[src/rtl/ps2_key_tracker.sv]
// ps2_key_tracker: decodes the PS/2 set-2 scancode byte stream into a live
// 512-entry key_down map and a one-cycle key_valid event strobe.
// Handles the E0 (extended) and F0 (break) prefixes, skips the 8-byte E1 Pause
// sequence and drops a prefix that has been pending for too long.
//
// Handshake: byte_valid is a one-cycle strobe with no ready. Every strobed
// byte is consumed in the cycle it arrives. Strobes may be back-to-back.
// An event produced by a byte in cycle N appears in cycle N+1 as key_valid=1,
// together with last_change/is_break and the updated key_down.
//
// dbg_state encoding: 0=IDLE 1=EXT 2=BRK 3=EXT_BRK 4=SKIP
module ps2_key_tracker #(
  parameter int TIMEOUT_CYC = 1_000_000,
  parameter int TO_W        = 20
) (
  input  logic         clk,
  input  logic         rst,
  input  logic         byte_valid,
  input  logic [7:0]   byte_data,
  output logic [511:0] key_down,
  output logic [8:0]   last_change,
  output logic         key_valid,
  output logic         is_break,
  output logic [2:0]   dbg_state
);

  typedef enum logic [2:0] {
    S_IDLE    = 3'd0,
    S_EXT     = 3'd1,
    S_BRK     = 3'd2,
    S_EXT_BRK = 3'd3,
    S_SKIP    = 3'd4
  } state_t;

  state_t          r_state;
  logic [2:0]      r_skip;
  logic [TO_W-1:0] r_to_cnt;

  // Keyboard housekeeping bytes (BAT result, ACK, resend, echo, errors)
  logic w_ignored;
  // Fake-shift codes that follow E0 on some keys and must not register
  logic w_fake_shift;

  assign w_ignored    = (byte_data == 8'hAA) || (byte_data == 8'hFA) ||
                        (byte_data == 8'hFE) || (byte_data == 8'hEE) ||
                        (byte_data == 8'h00) || (byte_data == 8'hFF);
  assign w_fake_shift = (byte_data == 8'h12) || (byte_data == 8'h59);
  assign dbg_state    = r_state;

  // Prefix FSM, timeout counter, Pause skip counter and key map, all registered
  always_ff @(posedge clk) begin
    if (rst) begin
      r_state     <= S_IDLE;
      r_skip      <= 3'd0;
      r_to_cnt    <= '0;
      key_down    <= '0;
      last_change <= 9'd0;
      key_valid   <= 1'b0;
      is_break    <= 1'b0;
    end else begin
      key_valid <= 1'b0;
      if (byte_valid) begin
        // A byte always wins over a coincident timeout expiry
        r_to_cnt <= '0;
        case (r_state)
          S_IDLE: begin
            if (byte_data == 8'hE0) begin
              r_state <= S_EXT;
            end else if (byte_data == 8'hF0) begin
              r_state <= S_BRK;
            end else if (byte_data == 8'hE1) begin
              r_state <= S_SKIP;
              r_skip  <= 3'd7;
            end else if (!w_ignored) begin
              key_down[{1'b0, byte_data}] <= 1'b1;
              last_change                 <= {1'b0, byte_data};
              is_break                    <= 1'b0;
              key_valid                   <= 1'b1;
            end
          end
          S_EXT: begin
            if (byte_data == 8'hF0) begin
              r_state <= S_EXT_BRK;
            end else if (byte_data == 8'hE0) begin
              r_state <= S_EXT;
            end else if (w_fake_shift) begin
              r_state <= S_IDLE;
            end else begin
              key_down[{1'b1, byte_data}] <= 1'b1;
              last_change                 <= {1'b1, byte_data};
              is_break                    <= 1'b0;
              key_valid                   <= 1'b1;
              r_state                     <= S_IDLE;
            end
          end
          S_BRK: begin
            key_down[{1'b0, byte_data}] <= 1'b0;
            last_change                 <= {1'b0, byte_data};
            is_break                    <= 1'b1;
            key_valid                   <= 1'b1;
            r_state                     <= S_IDLE;
          end
          S_EXT_BRK: begin
            if (!w_fake_shift) begin
              key_down[{1'b1, byte_data}] <= 1'b0;
              last_change                 <= {1'b1, byte_data};
              is_break                    <= 1'b1;
              key_valid                   <= 1'b1;
            end
            r_state <= S_IDLE;
          end
          S_SKIP: begin
            if (r_skip <= 3'd1) begin
              r_skip  <= 3'd0;
              r_state <= S_IDLE;
            end else begin
              r_skip <= r_skip - 3'd1;
            end
          end
          default: r_state <= S_IDLE;
        endcase
      end else if (r_state != S_IDLE) begin
        // The TIMEOUT_CYC-th consecutive idle cycle drops the pending prefix
        if (r_to_cnt == TO_W'(TIMEOUT_CYC - 1)) begin
          r_state  <= S_IDLE;
          r_skip   <= 3'd0;
          r_to_cnt <= '0;
        end else begin
          r_to_cnt <= r_to_cnt + 1'b1;
        end
      end
    end
  end

endmodule
[config.mk]
export PLATFORM = sky130hd
export DESIGN_NAME = ps2_key_tracker
export DESIGN_NICKNAME = d
export VERILOG_FILES = /design/src/rtl/ps2_key_tracker.sv
export SDC_FILE = /design/constraint.sdc
export NUM_CORES = 1
export LEC_CHECK = 0
export CAP_MARGIN = 40
export CORE_AREA = 2 2 253 255
export DETAILED_ROUTE_END_ITERATION = 10
export DIE_AREA = 0 0 255 257
export PLACE_DENSITY = 0.69
export SYNTH_ARGS = -nofsm -noshare
export SYNTH_HDL_FRONTEND = slang
export SYNTH_SLANG_ARGS = --single-unit
[constraint.sdc]
create_clock -name clk -period 4.7 [get_ports clk]
set_input_delay 0.94 -clock clk [delete_from_list [all_inputs] [get_ports clk]]
set_output_delay 0.94 -clock clk [all_outputs]
set_load 0.05 [all_outputs]
---- Yosys cells after proc, flatten, opt, wreduce, memory -nomap -nowiden ----
Index checks and enable logic that the tools add are counted.
cells by class
  reduce and logical (&&, ||, !) cells .... 20
  $lt $le $gt $ge ......................... 5
  bitwise operators ....................... 7
  muxes and demuxes ....................... 55
  equal/unequal tests ..................... 29
  add/subtract/negate cells ............... 2
operators by type and width
  kind                     count
  $mux W512                8
  $pmux W512 S4            1
  $and A512 B512 Y512      2
  $not A256 Y512           1
  $not A512 Y512           1
  $or A512 B256 Y512       1
  $or A512 B512 Y512       1
  $eq A8 B8 Y1 const B     8
  $mux W9                  7
  $mux W3                  12
  $pmux W9 S4              1
  $add A20 B1 Y20 const B  1
  $eq A20 B20 Y1 const B   1
  $mux W20                 1
  $mux W1                  18
  $demux W1 S8             2
  $ne A2 B2 Y1 const B     8
  $ne A3 B3 Y1 const B     4
  $lt A8 B10 Y1 const B    1
  $lt A9 B10 Y1 const B    1
  $reduce_and A10 Y1       1
  $ge A9 B1 Y1 const B     1
  $pmux W3 S3              1
  $eq A8 B5 Y1 const B     1
  24 further kinds         34
storage, ports and cells
  output and inout bits ................... 526
  bits in registers ....................... 549
  word-level logic and storage cells ...... 125
  input bits .............................. 11

---- Logic depth before layout (Yosys ltp) ----
  depth after elaboration ................. 11
  mapped depth ............................ 11
  mapped depth without buffers ............ 7

---- Worst setup path after synthesis ----
Ideal clock, no wire load.
  path kind ............................... input port to flip-flop
  start point ............................. input byte_data[3]
  end point ............................... register last_change[1]
  setup time .............................. 0.116 ns
  path buffers ............................ 3
  slack ................................... 1.798 ns
  cell stages on the path ................. 8
  data arrival time ....................... 2.786 ns
  required time ........................... 4.584 ns
  path through ............................ buf_2 -> or4b_2 -> buf_2 -> o22ai_1 -> a21oi_1 -> and3_1 -> buf_6 -> a31o_2
between the ends
  longest elaborated chain between the ends .. 8
  elaborated cells between the ends (all ways) .. 28
  classes of those cells .................. 16 x eq/ne; 4 x mux; 8 x reduce/logical
ends and longest elaborated chain
  item                             RTL line  RTL
  start: declaration               19        input logic [7:0] byte_data,
  $eq A8 B8 Y1                     44        assign w_ignored = (byte_data == 8'hAA) || (byte_data == 8'hFA) ||
  $logic_or A1 B1 Y1 (2 in a row)  44
  $logic_or A1 B1 Y1 (2 in a row)  45        (byte_data == 8'hFE) || (byte_data == 8'hEE) ||
  $logic_or A1 B1 Y1               46        (byte_data == 8'h00) || (byte_data == 8'hFF);
  $ne A2 B2 Y1 (no line)           --
  $reduce_and A8 Y1 (no line)      --
  end signal: assignment           76        last_change <= {1'b0, byte_data};
  end signal: assignment           90        last_change <= {1'b1, byte_data};
  end signal: assignment           98        last_change <= {1'b0, byte_data};
  end: declaration                 21        output logic [8:0] last_change,
Parallel ways exist; a longest one is shown, timed or not. The select of a mux whose other input is x is not followed.
A chain may end at the register's enable or synchronous reset.

---- Worst setup path after layout ----
  start point ............................. input byte_data[0]
  end point ............................... register key_down[350]
between the ends
  longest elaborated chain between the ends .. 9
  elaborated cells between the ends (all ways) .. 39
  classes of those cells .................. 2 x order compare; 18 x eq/ne; 7 x mux; 3 x bitwise; 9 x reduce/logical
ends and longest elaborated chain
  item                                                                 RTL line  RTL
  $lt A9 B10 Y1 (not written as such) or $ge A9 B1 Y1 (tied branches)  89, 105
  $logic_and A1 B1 Y1 (not written as such)                            89, 105
  $mux W1 (not written as such)                                        89, 105
  $demux W1 S8                                                         89, 105
  $or A512 B512 Y512 (no line)                                         --
  $mux W512                                                            86        end else if (w_fake_shift) begin
  $mux W512                                                            84        end else if (byte_data == 8'hE0) begin
  $mux W512                                                            82        if (byte_data == 8'hF0) begin
  $pmux W512 S4                                                        65        case (r_state)
  end signal: indexed assignment                                       75        key_down[{1'b0, byte_data}] <= 1'b1;
  end signal: indexed assignment                                       89        key_down[{1'b1, byte_data}] <= 1'b1;
  end signal: indexed assignment                                       97        key_down[{1'b0, byte_data}] <= 1'b0;
  end: declaration                                                     20        output logic [511:0] key_down,
Parallel ways exist; a longest one is shown, timed or not. The select of a mux whose other input is x is not followed.

==> reports/results.tsv <==
metric	value	unit
fmax	284	MHz
setup.worst_path.end_class	flop	
regToRegStartpoint	dbg_state[1]	
max_stage_delay	0.67	ns
grt_pass1_vias	22600	
hold_buffers	0	
via_count	25100	
nNetsFinal	3365	
dp_cells	4135	
status	finished clean	
yosys_warnings	0	
power	10.3	mW
root_buffer	clkbuf_16	
synth.avg_cell_area	8.21	µm²
area_growth_syn_to_layout	32.1	%
cap_violations	0	
grt_pass1_wl	146000	µm
cts_buffers	60	
die_w	255	µm
yosys.area_share.simple	0.211	
n_fill_cell	5752	
synth_top_family_by_area	compound AO/OA/AOI/OAI gates	
setup.worst_path.class	input pin to flop	
synth_fa_ha_area_frac	0.00151	
muxShareOfSynthArea	0.000807	
fin_crit_sh	0.750	
cts_setup_buffers	0	
drive_gt1_frac	0.0718	
skew	0.0432	ns
tightest_slew	1.27	ns
synth_top_cell_area_share	0.443	
cp_slowest_cell	or4_1	
ys.flop_type	dfxtp_1	
rr_worst_depth	6	
slew_viol_final	0	
syn-cell-area	24800	µm²
cts-resized-gates	0	
place.gp.congestion	0.844	
leakage	10.2	nW
worstPathArrival	4.08	ns
core_area	62700	µm²
antenna_left	0	
synth_compound_area_frac	0.257	
cts_tree	built	
track_usage	0.288	
synth_area_leaders	dfxtp_1 (44%), a21oi_1 (6.3%), o21ai_0 (4.2%)	
cp_num_buf_inv	3	
wl	98300	µm
worstSkewPairLatency	0.66	ns
dp_hpwl	63500	µm
vias_per_cell	5.92	
synth_edf_count	0	
grt-ovfl-total	0	
ff2ff_setup_slack	1.28	ns
synth_async_sr_flop_share	0	
ys_top_cells_by_count	dfxtp_1 (549), a21oi_1 (312), nand2_1 (278)	
synth_seq_area_share	0.443	
synth_cells	3024	
cts_buffer_depth	3	
cp.depth	8	
power_density	313	nW/µm²
yosysMostFrequentCell	dfxtp_1	
wl_per_cell	23.2	µm
vdd_drop_max	0.307	mV
min_path_type	flop to flop	
diodes	0	
yosysTopAreaCell	dfxtp_1	
ys_ff_latch	549	
die_h	257	µm
rows	92	
io_buffers	536	
cp_top_family	simple AND/OR/NAND/NOR gates	
first_pass_iters	6	
clock-sinks	549	
preCtsSetupSlack	0.462	ns
ys_types	66	
io_pins	537	
die_area	65500	µm²
post-route-util	0.523	
dr.first_iter.drc_count	2422	
setup_slack	1.17	ns
cts.htree.levels	2	
grt_start_max_net_pins	212	
critPathCapture	key_down[350]	
fin_setup_tns	0	ns
final_cells	4246	
crit_fanout	108	
min_from	key_down[240]	
synth_nets	3038	
drcViolationCount	0	
critPathLaunchType	input pin	
hold_viol_final	0	
r2r_end	key_down[55]	
antenna_found_initial	0	
min_period	3.53	ns
start_util	0.396	
rsz0062_at_grt	false	
slew_headroom	0.151	
setup_viol	0	
required	5.25	ns
synth_xor_area_frac	0.00670	
startpoint	byte_data[0]	
cts.reportedPaths.clkPinSlew	0.06	ns
worstPathCellList	clkdlybuf4s50_1 -> or4_1 -> buf_4 -> nor4_2 -> or3_4 -> buf_12 -> o21ai_0 -> a21oi_1	
how the worst min path moves through the flow:
stage                    endpoint  cells past startpoint
finish              key_down[240]                      1
global placement    key_down[224]                      1
floorplan            r_to_cnt[19]                      2
detailed placement  key_down[240]                      1
global route        key_down[224]                      1
CTS                 key_down[240]                      1
area by class of cell:
| class | count | area, µm² | share of cell area |
|---|---|---|---|
| inverter | 108 | 413 | 0.0126 |
| multi-input combinational | 2018 | 12000 | 0.366 |
| clock inverter | 21 | 305 | 0.00931 |
| clock buffer | 90 | 1790 | 0.0547 |
| tap | 846 | 1060 | 0.0323 |
| timing repair buffer | 614 | 6210 | 0.189 |
| sequential | 549 | 11000 | 0.335 |
per-layer routing:
metal  track usage  wire [µm]  up-vias
li1              -          -    11800
met1         0.375      39900    12000
met2         0.448      44200     1218
met3        0.0823      10100      192
met4         0.110       4100        0
met5             0          0        -
through the flow:
step           hold WS [ns]  instance area [µm²]
2_1_floorplan         0.432                24800
3_3_place_gp          0.433                30600
3_5_place_dp          0.438                30700
4_1_cts               0.446                32800
5_1_grt               0.461                32800
6_report              0.445                32800
cells by family after synthesis:
logic type,count (synthesis)
fa+ha+maj,3
compound gates,959
buf+inv,457
flops,549
xor+xnor,19
mux,2
simple gates,1035
power breakdown:
group / internal, mW / leakage (nW) / switching, mW / total [mW]
registers: 4.67 / 4.42 / 0.0115 / 4.68
clock network: 2.97 / 1.03 / 2.08 / 5.05
logic: 0.116 / 4.77 / 0.427 / 0.543
cell usage in the layout (no fill, tap or decap), types with 104 or more instances in the layout:
| master | synthesis | final |
|---|---|---|
| a21oi_1 | 312 | 312 |
| a311oi_1 | 104 | 104 |
| clkdlybuf4s50_1 | 0 | 535 |
| dfxtp_1 | 549 | 548 |
| inv_1 | 108 | 107 |
| nand2_1 | 278 | 277 |
| nand3_1 | 209 | 209 |
| nor2_1 | 151 | 142 |
| o21ai_0 | 210 | 210 |
| or3_1 | 158 | 157 |
sequential cells by signal (all words and copies together), names as in the netlist:
signal,count
key_down,512
r_to_cnt,20
last_change,9
dbg_state,3
r_skip,3
is_break,1
key_valid,1
(Power assumes the default switching activity.)
